--- src/rtl/alu_port_arbiter.sv ---
// Round-robin arbiter that shares one combinational ALU between two requesters.
// Each port has a single registered response slot that holds until the port consumes it.
module alu_port_arbiter #(
    parameter int DW = 8,
    parameter int CW = 5
) (
    input  logic          clk,
    input  logic          reset,

    input  logic          p0_req_valid,
    output logic          p0_req_ready,
    input  logic [CW-1:0] p0_cmd,
    input  logic [DW-1:0] p0_a,
    input  logic [DW-1:0] p0_b,
    output logic          p0_resp_valid,
    input  logic          p0_resp_ready,
    output logic [DW-1:0] p0_rslt,
    output logic          p0_branch,
    output logic [7:0]    p0_grant_cnt,

    input  logic          p1_req_valid,
    output logic          p1_req_ready,
    input  logic [CW-1:0] p1_cmd,
    input  logic [DW-1:0] p1_a,
    input  logic [DW-1:0] p1_b,
    output logic          p1_resp_valid,
    input  logic          p1_resp_ready,
    output logic [DW-1:0] p1_rslt,
    output logic          p1_branch,
    output logic [7:0]    p1_grant_cnt,

    output logic [CW-1:0] alu_cmd,
    output logic [DW-1:0] alu_inA,
    output logic [DW-1:0] alu_inB,
    input  logic [DW-1:0] alu_rslt,
    input  logic          alu_doBranch
);

    logic last_grant;
    logic elig0, elig1;
    logic gnt0, gnt1;

    // A slot being drained this cycle can be refilled on the same edge.
    assign elig0 = p0_req_valid && (!p0_resp_valid || p0_resp_ready);
    assign elig1 = p1_req_valid && (!p1_resp_valid || p1_resp_ready);

    always_comb begin
        gnt0 = 1'b0;
        gnt1 = 1'b0;
        if (!reset) begin
            if (elig0 && elig1) begin
                gnt0 = last_grant;
                gnt1 = !last_grant;
            end else begin
                gnt0 = elig0;
                gnt1 = elig1;
            end
        end
    end

    assign p0_req_ready = gnt0;
    assign p1_req_ready = gnt1;

    always_comb begin
        alu_cmd = '0;
        alu_inA = '0;
        alu_inB = '0;
        if (gnt0) begin
            alu_cmd = p0_cmd;
            alu_inA = p0_a;
            alu_inB = p0_b;
        end else if (gnt1) begin
            alu_cmd = p1_cmd;
            alu_inA = p1_a;
            alu_inB = p1_b;
        end
    end

    always_ff @(posedge clk) begin
        if (reset) begin
            last_grant    <= 1'b1;
            p0_resp_valid <= 1'b0;
            p0_rslt       <= '0;
            p0_branch     <= 1'b0;
            p0_grant_cnt  <= '0;
            p1_resp_valid <= 1'b0;
            p1_rslt       <= '0;
            p1_branch     <= 1'b0;
            p1_grant_cnt  <= '0;
        end else begin
            if (gnt0) begin
                p0_rslt       <= alu_rslt;
                p0_branch     <= alu_doBranch;
                p0_resp_valid <= 1'b1;
                p0_grant_cnt  <= p0_grant_cnt + 8'd1;
                last_grant    <= 1'b0;
            end else if (p0_resp_valid && p0_resp_ready) begin
                p0_resp_valid <= 1'b0;
            end

            if (gnt1) begin
                p1_rslt       <= alu_rslt;
                p1_branch     <= alu_doBranch;
                p1_resp_valid <= 1'b1;
                p1_grant_cnt  <= p1_grant_cnt + 8'd1;
                last_grant    <= 1'b1;
            end else if (p1_resp_valid && p1_resp_ready) begin
                p1_resp_valid <= 1'b0;
            end
        end
    end

endmodule
--- config.mk ---
export PLATFORM = sky130hd
export DESIGN_NAME = alu_port_arbiter
export DESIGN_NICKNAME = d
export VERILOG_FILES = /design/src/rtl/alu_port_arbiter.sv
export SDC_FILE = /design/constraint.sdc
export NUM_CORES = 1
export LEC_CHECK = 0
export ABC_AREA = 0
export CAP_MARGIN = 20
export CORE_MARGIN = 8
export CORE_UTILIZATION = 32
export DETAILED_ROUTE_END_ITERATION = 7
export PLACE_DENSITY = 0.76
export SLEW_MARGIN = 20
export SYNTH_ARGS = -nofsm -noshare
export SYNTH_HDL_FRONTEND = slang
export SYNTH_SLANG_ARGS = --single-unit
export TNS_END_PERCENT = 30
--- constraint.sdc ---
create_clock -name clk -period 2.3 [get_ports clk]
set_clock_uncertainty 0.05 [all_clocks]
set_input_delay 0.69 -clock clk [delete_from_list [all_inputs] [get_ports clk]]
set_output_delay 0.69 -clock clk [all_outputs]
set_load 0.05 [all_outputs]
==> results of run 1 <==
[power by group]
| part | internal [µW] | switching [µW] |
|---|---|---|
| Combinational | 387 | 402 |
| Clock | 209 | 233 |
| Sequential | 675 | 25.2 |
| Total | 1270 | 661 |
[final cells by class]
| cell class | instances | area share |
|---|---|---|
| repair buffers | 140 | 0.447 |
| multi-input cells | 141 | 0.305 |
| flip-flops and latches | 37 | 0.199 |
| well taps | 72 | 0.0242 |
| clock buffers | 5 | 0.0185 |
| clock inverters | 3 | 0.00470 |
| inverters | 2 | 0.00235 |
[cell families after synthesis]
| kind of cell | Yosys count | synth area share |
|---|---|---|
| flops | 37 | 0.423 |
| mux | 12 | 0.0693 |
| xor+xnor | 1 | 0.00500 |
| compound gates | 57 | 0.231 |
| simple gates | 69 | 0.209 |
| fa+ha+maj | 2 | 0.0143 |
| buf+inv | 16 | 0.0493 |
[path summary, 6_finish.rpt]
kind | to | from | slack, ns
max | alu_inA[7] | p0_resp_ready | -0.29
min | p0_rslt[1]$_SDFFE_PP0P_ | p0_rslt[1]$_SDFFE_PP0P_ | 0.41
max reg2reg | p0_grant_cnt[1]$_SDFFE_PP0P_ | p1_resp_valid$_SDFFE_PP0P_ | 0.44
min reg2reg | p0_rslt[1]$_SDFFE_PP0P_ | p0_rslt[1]$_SDFFE_PP0P_ | 0.41
[cells in the final DEF (no fill, tap or decap), types with 4 or more instances in the layout]
master / n
or3_1: 4
dfxtp_1: 36
nand2_1: 16
o31ai_1: 4
nand3_1: 14
or4_1: 6
a22o_4: 21
buf_4: 29
clkbuf_8: 5
mux2i_1: 11
nor2_1: 12
a21oi_1: 10
clkdlybuf4s50_1: 73
buf_12: 29
o21ai_0: 14
[flip-flops by register name, indices dropped and copies added (netlist names)]
register       flops
p1_grant_cnt       8
p0_grant_cnt       8
p0_branch          1
p0_resp_valid      1
p1_rslt            8
p0_rslt            8
p1_resp_valid      1
p1_branch          1
last_grant         1
[tightest hold or removal path: stages (launching register included)]
cell     delay (ns)
dfxtp_1        0.31
nand2_1        0.05
o21ai_0        0.06
[per-layer routing]
layer,share of wire,wire [µm]
met2,0.46,3270
met1,0.44,3140
met5,0,0
met3,0.095,683
met4,0.011,79
[stage by stage]
stage	cell area [µm²]	TNS, ns	cells
after floorplan	1980	-0.889	194
after global placement	3480	-14.69	384
after detailed placement	3480	-15.77	384
after CTS	3730	-5.98	400
after global routing	3730	-7.03	400
final	3730	-6.16	400
[timing repair]
item	CTS	global route
setup buffers	5	0
pin swaps	6	2
resized for setup	27	0
setup endpoints to repair	24	23
hold endpoints to repair	0	0
gates cloned	3	0
==> results.toml, run 1 <==
[run_status]
status = "finished, violations left"
violations = "setup timing"

[layout]
multi_input_area_um2 = 1140
nets = 386
fillers = 409
drive_gt1_frac = 0.326
fin_util = 0.690
diodes = 0
register_area_um2 = 742
area_growth_pct = 113

[clock_tree]
clk_latency_ns = 0.29
cts_buffer_depth = 2
cts.sinks = 37
cts_buffers = 5
cts_hold_buffers = 0
clockRootBuffer = "clkbuf_8"
clk_pin_slew_ns = 0.07
cts_tree = "yes"
cts_max_level = 2

[floorplanning]
chipWidth_um = 90.0
start_util = 0.324
ioPinCount = 116
die-area_um2 = 8100
core_area_um2 = 5410
die_h_um = 90.0
rows = 27

[timing]
min_period_over_period = 1.13
holdWs_ns = 0.410
slew_headroom = 0.650
hold_viol = 0
setup_slack_ns = -0.291
finalSetupViolations = 23
fin_crit_ns = 2.59
drv_slew = 0
max_freq_mhz = 386
rsz0062_at_grt = "yes"
worstMarginPinSlew_ns = 0.524

[global_route]
grt_usage = 0.175
grt_max_degree = 25
met1_usage = 0.210
antenna_found_initial = 0
grt_util_met3 = 0.0707
globalRoute.busiestLayer = "met2"
grt_pass1_vias = 2138
grt_first_pass_wirelength_um = 11700
grtUsageMet2 = 0.285
overflow = 0

[setup_path]
critical_path_class = "input pin to output pin"
required_ns = 1.56
worstPathCellList = "buf_6, or2b_1, nand3_2, nor2_4, buf_12, buf_12, a22o_4, buf_12"
slowest_delay_ns = 0.25
worstSetupEndpointType = "output pin"
path_depth = 8
crit_top_cell = "buf_12"
reg2regPathDepth = 8
arrival_ns = 1.85
crit_family = "buffers and inverters"
startpoint_type = "input pin"
crit_fanout = 7
path_buf_inv = 4
crit_slowest_cell = "a22o_4"

[route]
post-route-drc-count = 0
vias = 2056
antenna_left = 0
wl_per_cell_um = 17.9
drt-total-wl_um = 7170
viasPerCell = 5.14
drt_iter0_markers = 134
dr.pass1.iters = 4

[synthesis]
ys_seq_area_frac = 0.423
syn_area_per_cell_um2 = 9.03
syn_area_um2 = 1750
syn-num-nets = 253
synth_seq_cells = 37
yosys-top-cells-count = "dfxtp_1 (37), a22o_1 (21), nand2_1 (17)"
synthDistinctLibCells = 35
synth-warning-count = 0
synth_top_cell_area_share = 0.423
syn_inst = 194
yosys-top-cells-area = "dfxtp_1 (42%), a22o_1 (11%), mux2i_1 (6.3%)"
synth_flop_cell = "dfxtp_1"
yosysMostFrequentCell = "dfxtp_1"
synth_top_cell_by_area = "dfxtp_1"
synthArstFlopShare = 0
synth_edf_count = 0

[placed_design]
port_buffers = 115
place.gp.congestion = 0.740
preCtsSetupSlack_ns = -0.595
hpwl_um = 5250

[pwr]
leakage_uw = 0.00156
p_per_area_nw_per_um2 = 518
total_power_uw = 1930
vdd_drop_max_mv = 0.411

[min_path]
holdPathStages = 2
holdCritPathClass = "register to register"

[job]
drv_cap = 0
No activity file was read; power rests on OpenSTA's default activity.
==> inputs of run 2 (changes only) <==
SLEW_MARGIN = 10   (was 20)
clock period = 2.35 ns   (was 2.3 ns; I/O delays follow)
==> results.toml, run 2 (same netlist as run 1, synthesis figures left out) <==
[setup_path]
slowest_delay_ns = 0.25
critical_path_class = "input pin to output pin"
startpoint_type = "input pin"
arrival_ns = 1.85
required_ns = 1.59
worstSetupEndpointType = "output pin"
crit_fanout = 7
crit_top_cell = "buf_12"
worstPathCellList = "buf_6, or2b_1, nand3_2, nor2_4, buf_12, buf_12, a22o_4, buf_12"
crit_slowest_cell = "a22o_4"

[route]
viasPerCell = 5.15
antenna_left = 0
dr.pass1.iters = 4
vias = 2060
post-route-drc-count = 0
drt_iter0_markers = 95
wl_per_cell_um = 17.7
drt-total-wl_um = 7090

[clock_tree]
clockRootBuffer = "clkbuf_8"
clk_pin_slew_ns = 0.07
cts_buffers = 5
cts.sinks = 37
cts_buffer_depth = 2
cts_tree = "yes"
cts_max_level = 2
clk_latency_ns = 0.30
cts_hold_buffers = 0

[floorplanning]
chipWidth_um = 90.0
rows = 27
ioPinCount = 116
die_h_um = 90.0
start_util = 0.324
die-area_um2 = 8100
core_area_um2 = 5410

[timing]
min_period_over_period = 1.11
fin_crit_ns = 2.60
drv_slew = 0
holdWs_ns = 0.412
setup_tns_ns = -5.46
worstMarginPinSlew_ns = 0.527
max_freq_mhz = 385
setup_slack_ns = -0.250
hold_viol = 0
rsz0062_at_grt = "yes"
slew_headroom = 0.648
finalSetupViolations = 23

[global_route]
overflow = 0
grt_first_pass_wirelength_um = 11300
grt_usage = 0.170
grt_util_met3 = 0.0773
globalRoute.busiestLayer = "met2"
grt_max_degree = 25
grtUsageMet2 = 0.279
met1_usage = 0.195
grt_pass1_vias = 2130
antenna_found_initial = 0

[layout]
nets = 386
instances_no_fill = 400
layout_commonest_cell = "clkdlybuf4s50_1"
fillers = 414
diodes = 0
drive_gt1_frac = 0.296
final_cell_mix = "clkdlybuf4s50_1 (81), dfxtp_1 (36), buf_12 (28)"
area_growth_pct = 112
fin_util = 0.687

[placed_design]
preCtsSetupSlack_ns = -0.584
place_inst = 384
place.gp.congestion = 0.750
hpwl_um = 5380
port_buffers = 115

[run_status]
violations = "setup timing"
status = "finished, violations left"

[pwr]
vdd_drop_max_mv = 0.427
leakage_uw = 0.00154
p_per_area_nw_per_um2 = 507

[min_path]
holdCritPathClass = "register to register"

[job]
drv_cap = 0
## run 2: cell types whose count changed in the layout (fill, tap and decap cells not counted), sizes merged
cell,previous run,this run
buf,66,57
bufbuf,0,1
clkbuf,5,6
clkdlybuf4s50,73,81
clkinvlp,1,0
## run 2: path summary, 6_finish.rpt
check	startpoint	depth (start not counted)	slack (ns)	endpoint
setup / recovery	p0_resp_ready	8	-0.25	alu_cmd[2]
hold / removal	p0_rslt[1]$_SDFFE_PP0P_	2	0.41	p0_rslt[1]$_SDFFE_PP0P_
setup reg to reg	p1_resp_valid$_SDFFE_PP0P_	8	0.51	p0_grant_cnt[1]$_SDFFE_PP0P_
hold reg to reg	p0_rslt[1]$_SDFFE_PP0P_	2	0.41	p0_rslt[1]$_SDFFE_PP0P_
## run 2: layer usage
layer / share of wire / wire, µm / vias to the layer above
li1: - / - / 992
met1: 0.42 / 3000 / 953
met2: 0.46 / 3270 / 108
met3: 0.11 / 757 / 7
met4: 0.0082 / 58 / 0
met5: 0 / 0 / -
## run 2: cell type report
cell class	count	area, µm²	share of cell area
Clock inverter	2	10.0	0.00270
Sequential cell	37	742	0.200
Timing Repair Buffer	140	1660	0.446
Inverter	2	8.76	0.00236
Tap cell	72	90.1	0.0243
Clock buffer	6	72.6	0.0195
Multi-Input combinational cell	141	1130	0.305
## run 2: per-stage QoR
stage,power (µW),instance area (µm²)
5_1_grt,1960,3710
2_1_floorplan,1080,1980
3_3_place_gp,1420,3500
3_5_place_dp,1440,3500
6_report,1880,3710
4_1_cts,1900,3710
## run 2: worst max-delay path, delay by kind of cell
kind	cells	cell delay [ns]
AO/OA/AOI/OAI	1	0.25
buffers and inverters	4	0.50
AND/OR/NAND/NOR	3	0.39
## run 2: repair_timing
item | in CTS | in global routing
gates cloned | 2 | 0
endpoints found under the setup margin | 24 | 23
setup buffers | 5 | 1
pin swaps | 6 | 2
resized for setup | 23 | 1
## run 2: report_power, final
group          switching (µW)  internal (µW)  total [µW]
clock network             230            206         435
registers                25.2            660         686
logic                     389            374         763
==> inputs of run 3 (changes only) <==
CORE_MARGIN = default   (was 8)
REMOVE_ABC_BUFFERS = 1   (was default)
TNS_END_PERCENT = 20   (was 30)
==> results.toml, run 3 (same netlist as run 1, synthesis figures left out) <==
[job]
drv_cap = 0

[layout]
diodes = 0
instances_no_fill = 403
layout_commonest_cell = "clkdlybuf4s50_1"
final_cell_mix = "clkdlybuf4s50_1 (83), dfxtp_1 (37), buf_12 (26)"
drive_gt1_frac = 0.276
fin_util = 0.704
nets = 391
area_growth_pct = 109
fillers = 405

[clock_tree]
cts_buffer_depth = 2
clk_pin_slew_ns = 0.07
clk_latency_ns = 0.29
cts_tree = "yes"
clockRootBuffer = "clkbuf_8"
cts_buffers = 5
cts_max_level = 2
cts.sinks = 37

[route]
dr.pass1.iters = 4
vias = 2065
drt_iter0_markers = 116
wl_per_cell_um = 15.1
antenna_left = 0
drt-total-wl_um = 6090
viasPerCell = 5.12
post-route-drc-count = 0

[setup_path]
crit_slowest_cell = "and3b_2"
required_ns = 1.59
reg2regPathDepth = 5
worstSetupEndpointType = "output pin"
arrival_ns = 1.87
path_depth = 8
crit_path_start = "p1_resp_ready"
slowest_delay_ns = 0.22
crit_top_cell = "buf_12"
worstPathCellList = "buf_6, nand2b_4, and3b_2, nor2_4, buf_8, buf_12, a22o_1, buf_12"
timing.rr.start = "p0_resp_valid$_SDFFE_PP0P_"
r2r_setup_slack_ns = 0.63
r2r-end = "p1_grant_cnt[7]$_SDFFE_PP0N_"
path_buf_inv = 4
crit_fanout = 6
startpoint_type = "input pin"
critical_path_class = "input pin to output pin"
crit_family = "simple AND/OR/NAND/NOR gates"

[placed_design]
place_inst = 381
preCtsSetupSlack_ns = -0.581
port_buffers = 115
place.gp.congestion = 0.730
hpwl_um = 4180

[floorplanning]
ioPinCount = 116
core_area_um2 = 5200
rows = 26
start_util = 0.337
chipWidth_um = 76.0
die-area_um2 = 5770
die_h_um = 76.0

[timing]
slew_headroom = 0.640
setup_slack_ns = -0.274
hold_viol = 0
worstMarginPinSlew_ns = 0.539
fin_crit_ns = 2.62
min_period_over_period = 1.12
max_freq_mhz = 381
finalSetupViolations = 23
setup_tns_ns = -5.26
rsz0062_at_grt = "yes"
drv_slew = 0

[run_status]
violations = "setup timing"
status = "finished, violations left"

[global_route]
antenna_found_initial = 0
grt_max_degree = 25
grt_pass1_vias = 1945
grt_first_pass_wirelength_um = 9330
grt_usage = 0.202
globalRoute.busiestLayer = "met2"
grt_util_met3 = 0.0778
grtUsageMet2 = 0.349
overflow = 0
met1_usage = 0.234

[pwr]
total_power_uw = 1920
p_per_area_nw_per_um2 = 523
leakage_uw = 0.00152
vdd_drop_max_mv = 0.297

[min_path]
holdPathStages = 2
holdCritPathClass = "register to register"
hp-start = "p0_rslt[4]$_SDFFE_PP0P_"
hold_end = "p0_rslt[4]$_SDFFE_PP0P_"
run 3: area by class of cell:
type                    instances  area (µm²)  share of cell area
flip-flops and latches         37         741               0.202
clock buffers                   7        96.3              0.0263
inverters                       2        8.76             0.00239
clock inverters                 1        5.00             0.00137
multi-input cells             141        1060               0.289
repair buffers                145        1670               0.455
well taps                      70        87.6              0.0239
run 3: report_power, final:
group          internal, µW  total (µW)  switching, µW
clock                   265         490            225
combinational           358         740            382
sequential              660         686           25.5
run 3: how the worst max path moves through the flow:
stage                       to
floorplan           alu_cmd[0]
global placement    alu_cmd[3]
detailed placement  alu_cmd[1]
CTS                 alu_inB[0]
global route        alu_inA[1]
finish              alu_cmd[0]
run 3: per-layer routing:
| metal | routed length (µm) | share of wire |
|---|---|---|
| met2 | 3090 | 0.51 |
| met3 | 542 | 0.089 |
| met4 | 108 | 0.018 |
| met1 | 2340 | 0.38 |
| met5 | 0 | 0 |
run 3: stage by stage:
stage / cell area [µm²] / hold slack (ns)
5_1_grt: 3660 / 0.435
4_1_cts: 3540 / 0.411
6_report: 3660 / 0.411
2_1_floorplan: 1670 / 0.459
3_3_place_gp: 3280 / 0.398
3_5_place_dp: 3280 / 0.399
run 3: worst min-delay path: cells and delay by family (launching register included):
family             cells  cell delay (ns)
DFF                    1             0.31
AOI/OAI and AO/OA      1             0.06
and+or+nand+nor        1             0.05
run 3: what timing repair did:
| item | CTS | global route |
|---|---|---|
| setup endpoints to repair | 23 | 24 |
| gates resized for setup | 32 | 15 |
| cloned | 1 | 2 |
| setup buffers | 10 | 3 |
| hold buffers | 0 | 0 |
| pin swaps | 24 | 5 |
